===== src/rtl/afifo_rd_skid.sv =====
// afifo_rd_skid: circular skid buffer absorbing the one-cycle FIFO read latency
module afifo_rd_skid #(
    parameter int DATESIZE   = 8,
    parameter int SKID_DEPTH = 4
) (
    input  logic                        rclk,
    input  logic                        rrst_n,
    input  logic                        flush,
    input  logic                        push,
    input  logic [DATESIZE-1:0]         din,
    input  logic                        pop,
    output logic [$clog2(SKID_DEPTH):0] occ,
    output logic                        valid,
    output logic [DATESIZE-1:0]         dout
);
    localparam int PW = $clog2(SKID_DEPTH);
    localparam int OW = PW + 1;
    logic [DATESIZE-1:0] mem [SKID_DEPTH];
    logic [PW-1:0]       wptr, rptr;
    assign valid = occ != '0;
    assign dout  = mem[rptr];
    always_ff @(posedge rclk or negedge rrst_n) begin
        if (!rrst_n) begin
            for (int i = 0; i < SKID_DEPTH; i++) mem[i] <= '0;
            occ  <= '0;
            wptr <= '0;
            rptr <= '0;
        end else if (flush) begin
            occ  <= '0;
            wptr <= '0;
            rptr <= '0;
        end else begin
            if (push) mem[wptr] <= din;
            wptr <= wptr + PW'(push);
            rptr <= rptr + PW'(pop);
            occ  <= occ + OW'(push) - OW'(pop);
        end
    end
endmodule


===== src/rtl/afifo_rd_drain.sv =====
// afifo_rd_drain: read-side drain engine turning FIFO pops into a valid/ready stream
module afifo_rd_drain #(
    parameter int DATESIZE   = 8,
    parameter int SKID_DEPTH = 4,
    parameter int CNT_W      = 16
) (
    input  logic                rclk,
    input  logic                rrst_n,
    output logic                rinc,
    input  logic [DATESIZE-1:0] rdata,
    input  logic                rempty,
    input  logic                flush,
    output logic                m_valid,
    input  logic                m_ready,
    output logic [DATESIZE-1:0] m_data,
    output logic                busy,
    output logic [CNT_W-1:0]    rd_cnt
);
    localparam int OW = $clog2(SKID_DEPTH) + 1;
    logic          infl, run;
    logic [OW-1:0] occ;
    logic [OW:0]   lvl;
    // run holds pops off while reset is asserted, even if the FIFO reports data
    assign lvl  = {1'b0, occ} + (OW+1)'(infl);
    assign rinc = run & ~rempty & ~flush & (lvl < (OW+1)'(SKID_DEPTH));
    assign busy = (occ != '0) | infl;
    always_ff @(posedge rclk or negedge rrst_n) begin
        if (!rrst_n) begin
            run    <= 1'b0;
            infl   <= 1'b0;
            rd_cnt <= '0;
        end else begin
            run    <= 1'b1;
            infl   <= rinc;
            rd_cnt <= rd_cnt + CNT_W'(m_valid & m_ready);
        end
    end
    afifo_rd_skid #(.DATESIZE(DATESIZE), .SKID_DEPTH(SKID_DEPTH)) u_skid (
        .rclk  (rclk),
        .rrst_n(rrst_n),
        .flush (flush),
        .push  (infl & ~flush),
        .din   (rdata),
        .pop   (m_valid & m_ready),
        .occ   (occ),
        .valid (m_valid),
        .dout  (m_data)
    );
endmodule

===== config.mk =====
export PLATFORM = sky130hd
export DESIGN_NAME = afifo_rd_drain
export DESIGN_NICKNAME = d
export VERILOG_FILES = /design/src/rtl/afifo_rd_skid.sv /design/src/rtl/afifo_rd_drain.sv
export SDC_FILE = /design/constraint.sdc
export NUM_CORES = 1
export LEC_CHECK = 0
export ABC_AREA = 1
export CORE_MARGIN = 1
export CORE_UTILIZATION = 55
export DETAILED_ROUTE_END_ITERATION = 8
export GPL_TIMING_DRIVEN = 0
export PLACE_DENSITY = 0.77
export SETUP_SLACK_MARGIN = 0.3
export SLEW_MARGIN = 25
export SYNTH_ARGS = -nofsm -noshare
export SYNTH_HDL_FRONTEND = slang
export SYNTH_SLANG_ARGS = --single-unit

===== constraint.sdc =====
create_clock -name rclk -period 5.1 [get_ports rclk]
set_clock_uncertainty 0.1 [all_clocks]
set_input_delay 0.765 -clock rclk [delete_from_list [all_inputs] [get_ports rclk]]
set_output_delay 0.765 -clock rclk [all_outputs]
set_load 0.005 [all_outputs]

* Yosys cells after proc, flatten, opt, wreduce, memory -nomap -nowiden *
Index checks and enable logic that the tools add are counted.

word-level totals
  bits in registers = 57
  bits in latches = 0
  memory bits (writable) = 0
  bits in read-only memories = 0
  logic and storage cells = 43
  memories = 0

cells by class
  add/subtract/negate cells = 6
  multipliers = 0
  divide/modulo/power cells = 0
  magnitude comparators = 4
  equality and inequality tests = 0
  shift operators = 0
  muxes and demuxes = 9
  bitwise gates (word level) = 11
  reductions and logical operators = 3

operators with widths
  kind                                                 number
  bitwise mux 32 bit                                   1
  two-way mux 8 bit                                    3
  adder 16 x 1 -> 16 bit                               1
  binary-select mux 8 bit (select 2 bit)               1
  demux 8 bit (select 2 bit)                           1
  AND 1 bit                                            6
  >= comparator 3 bit (second input constant)          2
  NOT 2 -> 3 bit                                       2
  adder 2 x 1 -> 2 bit                                 2
  adder 3 x 1 -> 4 bit                                 1
  < comparator 4 x 3 -> 1 bit (second input constant)  1
  two-way mux 2 bit                                    2
  adder 3 x 1 -> 3 bit                                 1
  < comparator 3 x 1 -> 1 bit (second input constant)  1
  two-way mux 3 bit                                    1
  nonzero test 3 bit                                   1
  subtractor 3 x 1 -> 3 bit                            1
  NOT 1 bit                                            2
  AND reduction 2 bit                                  1
  logical AND 1 bit                                    1
  OR 1 bit                                             1

* Logic depth before layout (Yosys ltp) *
  depth after elaboration = 6
  gate-level depth with buffers = 12
  gate-level depth less buffers = 12

* Cells and area by module *
From an unflattened synthesis, not the netlist that was laid out.

second synthesis, totals
  cell total of the unflattened synthesis = 322
  area total of the unflattened synthesis = 2756.4 µm²

modules (own cells, without submodules)
  module          instances  cells an instance  area an instance (µm²)  seq. area each (µm²)
  afifo_rd_skid   1          217                1840.5                  975.9
  afifo_rd_drain  1          105                915.9                   450.4

* Worst setup path after synthesis *
Ideal clock, no wire load.

  path type = input to register
  start = input flush
  end = register u_skid.occ[2]
  library setup time = 0.119 ns
  arrival = 1.940 ns
  slack = 2.941 ns
  stages = 8
  cell sequence = buf_6 > nor2_8 > xnor2_1 > ha_1 > inv_1 > fa_1 > xnor2_1 > nor2_1

between the ends
  longest elaborated chain between the ends = 5

ends and longest elaborated chain
  what                        RTL line              text
  from (decl)                 afifo_rd_drain.sv:12  input logic flush,
  NOT 1 bit (no source line)  --
  AND 1 bit                   afifo_rd_drain.sv:42  .push (infl & ~flush),
  adder 3 x 1 -> 3 bit        afifo_rd_skid.sv:36   occ <= occ + OW'(push) - OW'(pop);
  subtractor 3 x 1 -> 3 bit   afifo_rd_skid.sv:36
  two-way mux 3 bit (*)       afifo_rd_skid.sv:28   end else if (flush) begin
  to (signal assigned)        afifo_rd_skid.sv:36
  to (decl)                   afifo_rd_skid.sv:12   output logic [$clog2(SKID_DEPTH):0] occ,

Every way passes the cells marked *; elsewhere a longest branch is shown, timed or not.
A chain may end at the register's enable or synchronous reset.

* Final worst setup path *
  start = register u_skid.rptr[0]
  end = output m_data[4]

between the ends
  longest elaborated chain between the ends = 4

ends and longest elaborated chain
  what                                                  RTL line              text
  from (decl)                                           afifo_rd_skid.sv:19   logic [PW-1:0] wptr, rptr;
  from (signal assigned)                                afifo_rd_skid.sv:35   rptr <= rptr + PW'(pop);
  NOT 2 -> 3 bit (not written as such)                  afifo_rd_skid.sv:21   assign dout = mem[rptr];
  binary-select mux 8 bit (select 2 bit)                afifo_rd_skid.sv:21
  two-way mux 8 bit (not written as such) (2 in a row)  afifo_rd_skid.sv:21
  to (decl)                                             afifo_rd_drain.sv:15  output logic [DATESIZE-1:0] m_data,

No other way between the ends. The select of a mux whose other input is x is not followed.

==> reports/qor.csv <==
metric;value;unit
Combinational Power Share;0.339;
critical path endpoint;m_data[4];
Yosys reg bits;57;
CP startpoint;u_skid.rptr[0];
Bufs on Longest Clock Path;2;
Internal Power;0.000970;W
layout cells sized above 1;0.167;
Pins Over Slew Limit;0;
switching share of power;0.321;
Sw Pwr;0.000459;W
crit path capture type;output port;
CP startpoint kind;flop;
TritonCTS clock tree;built;
vias after detailed routing;2198;
pre-CTS setup slack;2140;ps
DRC errors left;0;
highest clock rate;330;MHz
die height;73.2;um
WS Path Type;reg -> out;
maxcap violations;0;
FF-to-FF setup slack;3100;ps
global-route wire length before repair;9.75;mm
Mapped Cells;299;
Port Buffers;38;
Yosys cell types;27;
total grt overflow;0;
Final min period;3030;ps
Post-DRT Antenna Nets;0;
row cnt;25;
crit path max fanout;10;
outcome;finished clean;
Core ar.;4790;um^2
Hold Vio Cnt, Final;0;
Setup Fix Bufs, Post-CTS;0;
Reg area;1430;um^2
setup violators final;0;
Area Overhead vs Synth;22.9;%
WL/cell;14.0;um
hold_buf cts;0;
die footprint;5350;um^2
Clock H-tree levels;3;
nets@finish;368;
Yosys warning count;0;
Buf/Inv on CP;3;
Critical Path RT;4240;ps
pwr dens;418;nW/um^2
CP peak stage delay;540;ps
Die Span X;73.2;um
worst setup margin;2070;ps
RSZ-0062 raised after global routing;false;
Starting Density;0.582;
Num CTS Buffers;9;
instance count on the critical path;5;
multi-input logic area;1170;um^2
Ant. Diodes;0;
All-Layer GR Usage;0.253;
critical path's top delay family;buffers and inverters;
Seq/Total Area, Yosys;0.512;
hold crit path type;in -> async;
Fill cells;390;
commonest non-fill, non-tap cell in the layout;dfrtp_1;
largest net degree at the start of global routing;43;
Ports;40;
antenna violations before repair;0;
syn avg cell area;9.31;um^2
Total Power;0.00143;W
clock power share;0.248;
CTS resizes;0;
Pleak;1.64;nW
FF-to-FF Start;u_skid.occ[1];
router iterations before antenna repair;4;
routed vias/inst;5.23;
worst-path cell chain;inv_1, buf_2, nor2_1, o22ai_1, clkdlybuf4s50_1;
most frequent cells in the layout;57 x dfrtp_1, 53 x nand2_1, 40 x nor2_1;
Clock transition at path regs;60;ps
Sequential Power Share;0.412;
slowest CP cell;clkdlybuf4s50_1;
Reg2Reg Capture Point;u_skid.occ[2];
CTS root buf;clkbuf_8;
final period utilization;0.594;
hpwl dp;3.88;mm
final wirelength;5.86;mm
initial DRC count;126;
Routability Congestion;0.766;
cell area after synthesis;2790;um^2
reg2reg path depth;9;
clk_lat worst skew;340;ps
CTS sink cnt;57;
Post-Syn Nets;318;
Worst IR Drop VDD;287;uV
final setup TNS;0;ps
fin util;0.715;
Arrival @ worst endpoint;2170;ps
vias in the first global route;2082;
==> synthesized netlist by cell type <==
| cell | instances | area (um^2) |
|---|---|---|
| o22ai_1 | 8 | 50.1 |
| buf_6 | 5 | 56.3 |
| nand2_1 | 53 | 199 |
| inv_1 | 30 | 113 |
| buf_2 | 2 | 10.0 |
| ha_1 | 5 | 62.6 |
| conb_1 | 1 | 3.75 |
| nor2_1 | 40 | 150 |
| nand3_2 | 1 | 10.0 |
| o21ai_2 | 24 | 210 |
| nor3_1 | 1 | 5.00 |
| dfrtp_1 | 57 | 1430 |
| nand4_1 | 3 | 18.8 |
| nand2_2 | 8 | 50.1 |
| nor2_2 | 2 | 12.5 |
| nand2_4 | 1 | 11.3 |
| nand3_4 | 2 | 35.0 |
| inv_2 | 1 | 3.75 |
| nand3_1 | 11 | 55.1 |
| clkbuf_1 | 1 | 3.75 |
| o21ai_0 | 18 | 90.1 |
| xnor2_1 | 9 | 78.8 |
| nor2_8 | 1 | 20.0 |
| o21ai_1 | 8 | 40.0 |
| xor2_1 | 4 | 35.0 |
| nand3b_1 | 2 | 15.0 |
| fa_1 | 1 | 20.0 |
==> per-stage QoR <==
step	area, um^2	std cells	hold WS (ps)
after detailed placement	3270	405	363
after CTS	3420	420	185
after floorplan	2790	299	350
after global routing	3420	420	188
after global placement	3250	404	360
final	3420	420	184
==> power by group through the flow <==
stage	Clock [W]	Sequential [W]	Combinational, W
detailed placement	0	0.000596	0.000487
global placement	0	0.000594	0.000475
finish	0.000355	0.000589	0.000485
global route	0.000384	0.000600	0.000542
floorplan	0	0.000582	0.000249
CTS	0.000359	0.000589	0.000490
==> state kept, by name, indices dropped and copies added, names as in the netlist <==
| signal | count |
|---|---|
| u_skid.rptr | 2 |
| u_skid.occ | 3 |
| u_skid.mem | 32 |
| rd_cnt | 16 |
| infl | 1 |
| u_skid.wptr | 2 |
| run | 1 |
==> kinds of logic after synthesis <==
kind of cell | Yosys count | share of synthesized area
simple gates | 125 | 0.209
compound gates | 58 | 0.140
flops | 57 | 0.512
buf+inv | 39 | 0.0669
xor+xnor | 13 | 0.0409
fa+ha+maj | 6 | 0.0296
other cells | 1 | 0.00135
==> metal layers <==
metal | global-route usage | vias up | part of all wire
met2 | 0.389 | 52 | 0.48
met5 | 0 | - | 0
li1 | - | 1066 | -
met1 | 0.335 | 1068 | 0.45
met4 | 0.113 | 0 | 0.018
met3 | 0.0704 | 12 | 0.051
==> final cells by class <==
type                    instances  area share
inverters                      31      0.0340
flip-flops and latches         57       0.417
multi-input cells             203       0.342
repair buffers                 39       0.116
well taps                      67      0.0245
plain buffers                   8      0.0205
clock buffers                  15      0.0457
==> worst min-delay path by stage <==
stage	slack, ps	depth (start not counted)	endpoint
detailed placement	360	2	u_skid.mem[17]
global placement	360	2	u_skid.mem[16]
global route	190	1	u_skid.mem[17]
CTS	180	1	u_skid.mem[17]
floorplan	350	2	u_skid.mem[10]
finish	180	1	u_skid.mem[17]
No activity file was read; power rests on OpenSTA's default activity.
